## src/rtl/pgm_sched_pkg.sv

```systemverilog
// Shared definitions for the packet-generator transmit scheduler:
// table-entry field positions, packet header codes and FSM states.
package pgm_sched_pkg;

    localparam int unsigned ENTRY_W   = 138;
    localparam int unsigned DATA_W    = 134;
    localparam int unsigned ADDR_W    = 10;
    localparam int unsigned TIME_W    = 64;

    localparam int unsigned START_MSB = 137;
    localparam int unsigned START_LSB = 74;
    localparam int unsigned RATE_MSB  = 73;
    localparam int unsigned RATE_LSB  = 10;
    localparam int unsigned ADDR_MSB  = 9;
    localparam int unsigned IDX_LSB   = 7;
    localparam int unsigned HDR_MSB   = 133;
    localparam int unsigned HDR_LSB   = 132;

    localparam logic [1:0] PKT_HEAD = 2'b01;
    localparam logic [1:0] PKT_TAIL = 2'b10;
    localparam logic [1:0] PKT_BODY = 2'b11;

    typedef enum logic [1:0] {
        ST_IDLE,
        ST_ARB,
        ST_READ,
        ST_DRAIN
    } pgm_state_t;

endpackage

```

## src/rtl/pgm_rr_arb.sv

```systemverilog
// Round-robin arbiter: first requesting index at or above ptr, wrapping.
module pgm_rr_arb #(
    parameter int unsigned NUM_STREAMS = 4,
    parameter int unsigned IDX_W       = 2
) (
    input  logic [NUM_STREAMS-1:0] req,
    input  logic [IDX_W-1:0]       ptr,
    output logic [NUM_STREAMS-1:0] grant,
    output logic [IDX_W-1:0]       grant_idx,
    output logic                   grant_vld
);

    logic [IDX_W-1:0] cand;

    always_comb begin
        grant     = '0;
        grant_idx = '0;
        grant_vld = 1'b0;
        cand      = '0;
        for (int unsigned k = 0; k < NUM_STREAMS; k++) begin
            cand = ptr + IDX_W'(k);
            if (!grant_vld && req[cand]) begin
                grant_vld   = 1'b1;
                grant_idx   = cand;
                grant[cand] = 1'b1;
            end
        end
    end

endmodule

```

## src/rtl/pgm_sched.sv

```systemverilog
// Time-driven transmit scheduler: per-stream start/interval timers, round-robin
// grant of the stream-cache RAM read port, and in-order packet forwarding.
module pgm_sched
    import pgm_sched_pkg::*;
#(
    parameter int unsigned NUM_STREAMS   = 4,
    parameter int unsigned RAM_RD_LAT    = 1,
    parameter int unsigned MAX_PKT_WORDS = 128
) (
    input  logic                clk,
    input  logic                rst_n,
    input  logic                pgm_config_reset,
    input  logic                sent_ready,
    input  logic                table_entry_flag,
    input  logic [ENTRY_W-1:0]  table_entry_data,
    input  logic [TIME_W-1:0]   global_time,
    output logic                out_pgm_wr_raddr_wr,
    output logic [ADDR_W-1:0]   out_pgm_wr_raddr,
    input  logic [DATA_W-1:0]   in_pgm_wr_data,
    input  logic                in_pgm_data_ready,
    output logic                out_pgm_data_wr,
    output logic [DATA_W-1:0]   out_pgm_data
);

    localparam int unsigned IDX_W = $clog2(NUM_STREAMS);
    localparam int unsigned OFF_W = $clog2(MAX_PKT_WORDS);
    localparam logic [OFF_W-1:0] LAST_OFF = OFF_W'(MAX_PKT_WORDS - 1);

    pgm_state_t state, state_nxt;

    logic [NUM_STREAMS-1:0] valid;
    logic [TIME_W-1:0]      next_time [NUM_STREAMS];
    logic [TIME_W-1:0]      interval  [NUM_STREAMS];
    logic [ADDR_W-1:0]      base      [NUM_STREAMS];

    logic [NUM_STREAMS-1:0] elig, arb_grant;
    logic [IDX_W-1:0]       rr_ptr, arb_idx, cur, wr_idx;
    logic                   arb_vld;
    logic [OFF_W-1:0]       offset;
    logic                   stop_issue;
    logic [RAM_RD_LAT-1:0]  pipe_v, pipe_last;
    logic                   ret_v, ret_last, ret_tail;
    logic                   rd_en, grant_now;

    always_comb begin
        elig = '0;
        for (int unsigned i = 0; i < NUM_STREAMS; i++) begin
            elig[i] = valid[i] && (global_time >= next_time[i]);
        end
    end

    pgm_rr_arb #(
        .NUM_STREAMS (NUM_STREAMS),
        .IDX_W       (IDX_W)
    ) u_arb (
        .req       (elig),
        .ptr       (rr_ptr),
        .grant     (arb_grant),
        .grant_idx (arb_idx),
        .grant_vld (arb_vld)
    );

    assign wr_idx   = table_entry_data[IDX_LSB +: IDX_W];
    assign ret_v    = pipe_v[RAM_RD_LAT-1];
    // pipe_last marks the word read at the final slot offset; it closes the packet
    assign ret_last = pipe_last[RAM_RD_LAT-1];
    assign ret_tail = ret_v && ((in_pgm_wr_data[HDR_MSB:HDR_LSB] == PKT_TAIL) || ret_last);

    assign out_pgm_wr_raddr_wr = rd_en;
    assign out_pgm_wr_raddr    = base[cur] + ADDR_W'(offset);

    always_comb begin
        state_nxt = state;
        grant_now = 1'b0;
        rd_en     = 1'b0;
        if (pgm_config_reset) begin
            state_nxt = ST_IDLE;
        end else begin
            case (state)
                ST_IDLE: if (sent_ready) state_nxt = ST_ARB;
                ST_ARB: begin
                    if (!sent_ready) begin
                        state_nxt = ST_IDLE;
                    end else if (in_pgm_data_ready && arb_vld) begin
                        grant_now = 1'b1;
                        state_nxt = ST_READ;
                    end
                end
                ST_READ: begin
                    rd_en = !stop_issue && !ret_tail;
                    if (ret_tail) state_nxt = ST_DRAIN;
                end
                ST_DRAIN: begin
                    if (pipe_v == '0) state_nxt = sent_ready ? ST_ARB : ST_IDLE;
                end
                default: state_nxt = ST_IDLE;
            endcase
        end
    end

    always_ff @(posedge clk or negedge rst_n) begin
        if (!rst_n) begin
            state           <= ST_IDLE;
            valid           <= '0;
            rr_ptr          <= '0;
            cur             <= '0;
            offset          <= '0;
            stop_issue      <= 1'b0;
            pipe_v          <= '0;
            pipe_last       <= '0;
            out_pgm_data_wr <= 1'b0;
            out_pgm_data    <= '0;
            for (int unsigned i = 0; i < NUM_STREAMS; i++) begin
                next_time[i] <= '0;
                interval[i]  <= '0;
                base[i]      <= '0;
            end
        end else begin
            state <= state_nxt;
            if (pgm_config_reset) begin
                valid           <= '0;
                rr_ptr          <= '0;
                stop_issue      <= 1'b0;
                pipe_v          <= '0;
                pipe_last       <= '0;
                out_pgm_data_wr <= 1'b0;
            end else begin
                pipe_v[0]    <= rd_en;
                pipe_last[0] <= rd_en && (offset == LAST_OFF);
                for (int unsigned k = 1; k < RAM_RD_LAT; k++) begin
                    pipe_v[k]    <= pipe_v[k-1];
                    pipe_last[k] <= pipe_last[k-1];
                end

                out_pgm_data_wr <= (state == ST_READ) && ret_v;
                if ((state == ST_READ) && ret_v) begin
                    out_pgm_data <= ret_last ? {PKT_TAIL, in_pgm_wr_data[HDR_LSB-1:0]}
                                             : in_pgm_wr_data;
                end

                if (rd_en) begin
                    offset <= offset + OFF_W'(1);
                    if (offset == LAST_OFF) stop_issue <= 1'b1;
                end

                if (grant_now) begin
                    cur                <= arb_idx;
                    rr_ptr             <= arb_idx + IDX_W'(1);
                    offset             <= '0;
                    stop_issue         <= 1'b0;
                    next_time[arb_idx] <= next_time[arb_idx] + interval[arb_idx];
                    if (interval[arb_idx] == '0) valid <= valid & ~arb_grant;
                end

                // Later non-blocking writes win, so a table write overrides a same-cycle grant update
                if (table_entry_flag) begin
                    valid[wr_idx]     <= 1'b1;
                    next_time[wr_idx] <= table_entry_data[START_MSB:START_LSB];
                    interval[wr_idx]  <= table_entry_data[RATE_MSB:RATE_LSB];
                    base[wr_idx]      <= table_entry_data[ADDR_MSB:0];
                end
            end
        end
    end

endmodule

```

## config.mk

```make
export PLATFORM = sky130hd
export DESIGN_NAME = pgm_sched
export DESIGN_NICKNAME = d
export VERILOG_FILES = /design/src/rtl/pgm_sched_pkg.sv /design/src/rtl/pgm_rr_arb.sv /design/src/rtl/pgm_sched.sv
export SDC_FILE = /design/constraint.sdc
export NUM_CORES = 2
export LEC_CHECK = 0
export CAP_MARGIN = 25
export CORE_MARGIN = 10
export CORE_UTILIZATION = 59
export CTS_BUF_LIST = sky130_fd_sc_hd__clkbuf_4
export CTS_CLUSTER_DIAMETER = 150
export DETAILED_ROUTE_END_ITERATION = 10
export PLACE_DENSITY_LB_ADDON = 0.15
export SYNTH_ARGS = -nofsm -noshare
export SYNTH_HDL_FRONTEND = slang
export SYNTH_SLANG_ARGS = --single-unit
```

## constraint.sdc

```tcl
create_clock -name clk -period 12.1 [get_ports clk]
set_input_delay 3.025 -clock clk [delete_from_list [all_inputs] [get_ports clk]]
set_output_delay 3.025 -clock clk [all_outputs]
set_load 0.02 [all_outputs]
```

; ---- Word-level counts from Yosys, hierarchy flattened
; Cells that the tools add are included.
; W data, S select, Z words.
[totals]
reg_bits = 707
output_inout_bits = 146
elab_cells = 187
[op_classes]
addsub = 7
n_lt_le_gt_ge = 19
eq_ne = 9
mux = 83
n_bitwise = 10
n_reduce_logical = 37
[ops]
columns = operator, n
row1 = $bwmux W256, 3
row2 = $mux W256, 3
row3 = $mux W64, 6
row4 = $bmux W64 S2, 2
row5 = $demux W64 S2, 2
row6 = $ge A64 B64 Y1, 4
row7 = $mux W134, 1
row8 = $add A64 B64 Y64, 1
row9 = $logic_not A64 Y1, 1
row10 = $bwmux W40, 1
row11 = $mux W4, 9
row12 = $mux W10, 3
row13 = $mux W1, 27
row14 = $mux W2, 12
row15 = $bmux W10 S2, 1
row16 = $demux W10 S2, 1
row17 = $logic_and A1 B1 Y1, 19
row18 = $or A4 B4 Y4, 4
row19 = $lt A2 B3 Y1 const B, 5
row20 = $mux W7, 2
row21 = $add A10 B7 Y10, 1
row22 = $demux W1 S2, 5
row23 = $ge A2 B1 Y1 const B, 5
row24 = $reduce_and A2 Y1, 5
row25 = other kinds (22), 42

; ---- Depth between registers and ports, before layout
[depth]
word_depth = 25
mapped_depth = 46
ltp_nobuf = 38

; ---- By module
; A second synthesis with hierarchy kept.
[unflattened]
hier_cells = 3683
area_unflattened_um2 = 41672.5
[modules_own_cells]
columns = mod, n_inst, cells_each, area_per_inst_um2, seq_area_each_um2
row1 = pgm_sched, 1, 3638, 41253.3, 17692.0
row2 = pgm_rr_arb, 1, 45, 419.2, 0.0

; ---- Least setup slack after synthesis
; OpenSTA, ideal clock, no wires.
[synth_path]
kind = input port to flip-flop
startpoint = input port global_time[0]
endpoint = register next_time[111] (netlist name)
setup_time_ps = 126
arrival_ps = 12287
t_required_ps = 11974
setup_slack_ps = -313
stages = 43
path_buffers = 9
path_cell_list = inv_1 ha_1 nand2b_1 a2111o_1 a221o_1 a221oi_2 a41o_2 o211ai_1 a32o_1 buf_2 o211ai_2 a22o_1 buf_6 buf_2 clkbuf_1 clkbuf_1 clkbuf_1 buf_1 [... 7 more ...] o21ai_0 a21oi_1 o21ai_0 a41o_1 o31a_1 o41ai_1 o311ai_0 nor4_1 o211ai_1 a221oi_2 nor3_1 a32oi_1 nand2_1 a221oi_2 nor2_1 a21oi_1 xnor2_1 a221o_1
[synth_via]
elab_chain_len = 24
elab_cells_between_ends = 53
[synth_rtl]
columns = element, line
row1 = from (decl), pgm_sched.sv:16  ; input logic [TIME_W-1:0] global_time,
row2 = $ge A64 B64 Y1, pgm_sched.sv:48  ; elig[i] = valid[i] && (global_time >= next_time[i]);
row3 = $logic_and A1 B1 Y1, pgm_sched.sv:48
row4 = $bmux W1 S2, pgm_rr_arb.sv:22  ; if (!grant_vld && req[cand]) begin
row5 = $mux W1 (implied by the code), pgm_rr_arb.sv:22
row6 = $mux W1, pgm_rr_arb.sv:22
row7 = $logic_not A1 Y1, pgm_rr_arb.sv:22
row8 = $logic_and A1 B1 Y1, pgm_rr_arb.sv:22
row9 = $mux W1, pgm_rr_arb.sv:22
row10 = [... 8 more ...], -
row11 = $mux W64 (implied by the code) or $logic_and A1 B1 Y1 (tied branches), pgm_sched.sv:151  ; next_time[arb_idx] <= next_time[arb_idx] + interval[arb_idx];
row12 = $mux W64 (implied by the code), pgm_sched.sv:151
row13 = $add A64 B64 Y64 or $demux W64 S2 (tied branches), pgm_sched.sv:151
row14 = $bwmux W256, pgm_sched.sv:151
row15 = $mux W256 (*), pgm_sched.sv:146  ; if (grant_now) begin
row16 = $mux W256 (*), pgm_sched.sv:120  ; if (pgm_config_reset) begin
row17 = $bwmux W256, pgm_sched.sv:158  ; next_time[wr_idx] <= table_entry_data[START_MSB:START_LSB];
row18 = $mux W256 (*), pgm_sched.sv:156  ; if (table_entry_flag) begin
row19 = "to (signal, indexed assignment)", pgm_sched.sv:151
row20 = "to (signal, indexed assignment)", pgm_sched.sv:158
row21 = to (decl), pgm_sched.sv:32  ; logic [TIME_W-1:0] next_time [NUM_STREAMS];
; Every way passes the cells marked *; elsewhere a longest branch is shown, timed or not. The select of a mux whose other input is x is not followed.
; A chain may end at the register's enable or synchronous reset.

; ---- Worst setup path in the final report
[layout_path]
startpoint = input port global_time[52]
endpoint = register next_time[127] (netlist name)
; The elaborated chain is that of the path after synthesis.

==> impl_metrics.json <==
{
  "rsz0062_at_grt": "false",
  "cts_made_buffers": 190,
  "grt_pass1_wl_mm": 254.3,
  "r2r_setup_slack_ps": 2760,
  "r2r-end": "next_time[127]$_DFFE_PN0N_",
  "fmax_mhz": 87.33,
  "numPortBuffers": 487,
  "globalRouteTotalUtil_pct": 38.36,
  "start_util_pct": 59.74,
  "clk_latency_ps": 1120,
  "final_nets": 6339,
  "postCtsSetupBuffers": 0,
  "avgSynthCellArea_sq_um": 8.533,
  "critPathRequiredTime_ps": 12980,
  "cts.sink_count": 707,
  "num_rows": 99,
  "via_per_inst": 6.410,
  "syn_to_final_growth_pct": 20.33,
  "fp.dieH_microns": 292.5,
  "pre_cts_slack_ps": -85.11,
  "min_to": "base[8]$_DFFE_PN0P_",
  "clk_pin_slew_ps": 70,
  "hold_start": "base[8]$_DFFE_PN0P_",
  "yosysSeqAreaShare_pct": 40.38,
  "drive_above_1_share_pct": 11.78,
  "synth_top_cell_by_area": "dfrtp_1",
  "grt_max_degree": 146,
  "clock_path_buffers": 3,
  "outcome": "completed",
  "ant_nets": 0,
  "worstSetupPathType": "in2reg",
  "cts_root_buf": "clkbuf_4",
  "hold_depth": 1,
  "synth_area_leaders": "dfrtp_1 (40%), nand2_1 (12%), ha_1 (9.3%)",
  "synth-warning-count": 0,
  "ys_ff_latch": 707,
  "overflow": 0,
  "avgRoutedWirePerCell_microns": 25.06,
  "worst_ep_arrival_time_ps": 12340,
  "grt_antenna_before_repair": 14,
  "hold_violations": 0,
  "hold_buffers": 0,
  "htree_levels": 4,
  "synthCells": 5134,
  "routed_wl_mm": 169.8,
  "setup.worst_path.start_class": "input pin",
  "ios": 488,
  "p_leak_nw": 24.97,
  "syn-cell-area_sq_mm": 0.04381,
  "num_vias": 43430,
  "tightest_slew_ps": 1220,
  "fin_skew_ps": 84.49,
  "yosys.cell_types.count": 101,
  "irDropWorstVdd_mv": 0.1060,
  "die_area_sq_mm": 0.08556,
  "cts_tree": "done",
  "cts_resized": 0,
  "dr.pass1.iters": 7,
  "core_area_sq_mm": 0.07333,
  "drv_cap": 0,
  "crit_path_top_delay_cell": "a31oi_1",
  "gp_congestion": 1.018,
  "dp_hpwl_mm": 120.1,
  "drt-initial-drc-count": 5097,
  "die_x_microns": 292.5,
  "syn_nets": 5805,
  "crit_top_cell": "buf_4",
  "drv_slew": 0,
  "grt_pass1_vias": 41890,
  "power-per-cell-area_mw_per_mm2": 171.2,
  "hp-class": "reg2reg",
  "yosys-top-cells-count": "nand2_1 (1379), dfrtp_1 (707), ha_1 (327)",
  "path_max_fanout": 42,
  "drc": 0,
  "setup_violations": 0,
  "fin_tns_setup_ps": 0,
  "reg2reg_from": "next_time[111]$_DFFE_PN0N_",
  "worst_slack_ps": 648.8,
  "fin_crit_sh_pct": 94.64,
  "synth_edf_count": 0,
  "slowest_delay_ps": 610,
  "timing.final.crit_period_ps": 11450,
  "synth.top_cell.area_share_pct": 40.38,
  "reg2reg_depth": 35,
  "slew_headroom_pct": 18.68,
  "end_kind": "register",
  "synth_ff_type": "dfrtp_1",
  "ys_async_sr_fraction_pct": 100.0,
  "synth.most_common_cell": "nand2_1"
}
## per-stage QoR
| stage | cells | area (sq um) | hold WS (ps) | util [%] | total power, mW |
|---|---|---|---|---|---|
| CTS | 6764 | 52610 | 463.6 | 71.75 | 8.919 |
| floorplan | 5134 | 43830 | 428.7 | - | 5.297 |
| detailed placement | 6432 | 50190 | 450.6 | 68.44 | 6.722 |
| global placement | 6431 | 50180 | 443.6 | 68.43 | 6.653 |
| finish | 6775 | 52720 | 458.1 | 71.89 | 9.023 |
| global route | 6775 | 52720 | 476.4 | 71.89 | 9.489 |
## flip-flops by register name, indices dropped and copies added, names as in the netlist
name	count
state	2
cur	2
pipe_last	1
offset	7
base	40
valid	4
out_pgm_data	134
interval	256
out_pgm_data_wr	1
rr_ptr	2
pipe_v	1
next_time	256
stop_issue	1
## layout make-up
cell class / count / area [sq um]
Antenna cell: 8 / 20.02
Clock buffer: 287 / 2155
Clock inverter: 45 / 274.0
Fill cell: 5795 / 20610
Inverter: 297 / 1125
Multi-Input combinational cell: 3819 / 23960
Sequential cell: 707 / 17690
Tap cell: 959 / 1200
Timing Repair Buffer: 653 / 6287
## cell usage in the layout, fill, tap and decap left out, types with 13 or more instances in the layout
cell type and n:
or3_1 13, a22oi_1 140, clkinv_1 26, xnor2_1 43, ha_1 327, o211ai_1 23, nor2_1 185, dfrtp_1 706
mux2_2 136, a221o_1 34, and2_1 13, nand4_1 71, and3_1 71, o21bai_1 18, nand2b_1 28, o221ai_1 21
xor2_1 44, buf_4 155, nor3_1 91, o21a_1 14, nand3_1 71, a21oi_1 251, a21o_1 58, a221oi_1 17
a211oi_1 67, mux2i_1 43, inv_1 295, nor4_1 25, clkbuf_4 287, clkdlybuf4s50_1 485, o22ai_1 176, a31oi_1 126
nand2_1 1379, nor2b_1 19, o21ai_0 118
## routing by layer
metal / up-vias / GRT usage [%] / part of all wire [%]
li1: 19280 / - / -
met1: 20520 / 46.53 / 36
met2: 2939 / 59.56 / 45
met3: 679 / 11.16 / 12
met4: 8 / 24.28 / 6.9
met5: - / 0 / 0.037
## worst max-delay path by stage
stage / from / to / slack, ps / depth (start not counted)
after floorplan: global_time[0] / next_time[111]$_DFFE_PN0N_ / 70 / 42
after global placement: global_time[33] / next_time[188]$_DFFE_PN0N_ / 60 / 38
after detailed placement: global_time[33] / next_time[51]$_DFFE_PN0N_ / -90 / 35
after CTS: global_time[33] / next_time[51]$_DFFE_PN0N_ / 1000 / 38
after global routing: global_time[45] / next_time[115]$_DFFE_PN0N_ / 140 / 38
final: global_time[52] / next_time[127]$_DFFE_PN0N_ / 650 / 36
## worst max-delay path, delay by kind of cell
kind	cells	cell delay, ps
compound gates	18	4590
simple gates	9	2170
buf+inv	6	1640
fa+ha+maj	2	630
xor+xnor	1	230
## power by group
group	switching (mW)	internal, mW
sequential	0.275	2.74
combinational	2.38	1.43
clock	1.09	1.11
## cells by family after synthesis
family / Yosys count / share of synthesized area [%]
xor gates and xnor gates: 87 / 1.739
buffers and inverters: 608 / 5.341
adders and majority gates: 334 / 9.550
AOI/OAI and AO/OA: 1187 / 18.30
DFF: 707 / 40.38
and+or+nand+nor: 2019 / 19.59
muxes: 192 / 5.101
Power figures use the tool's default switching activity.
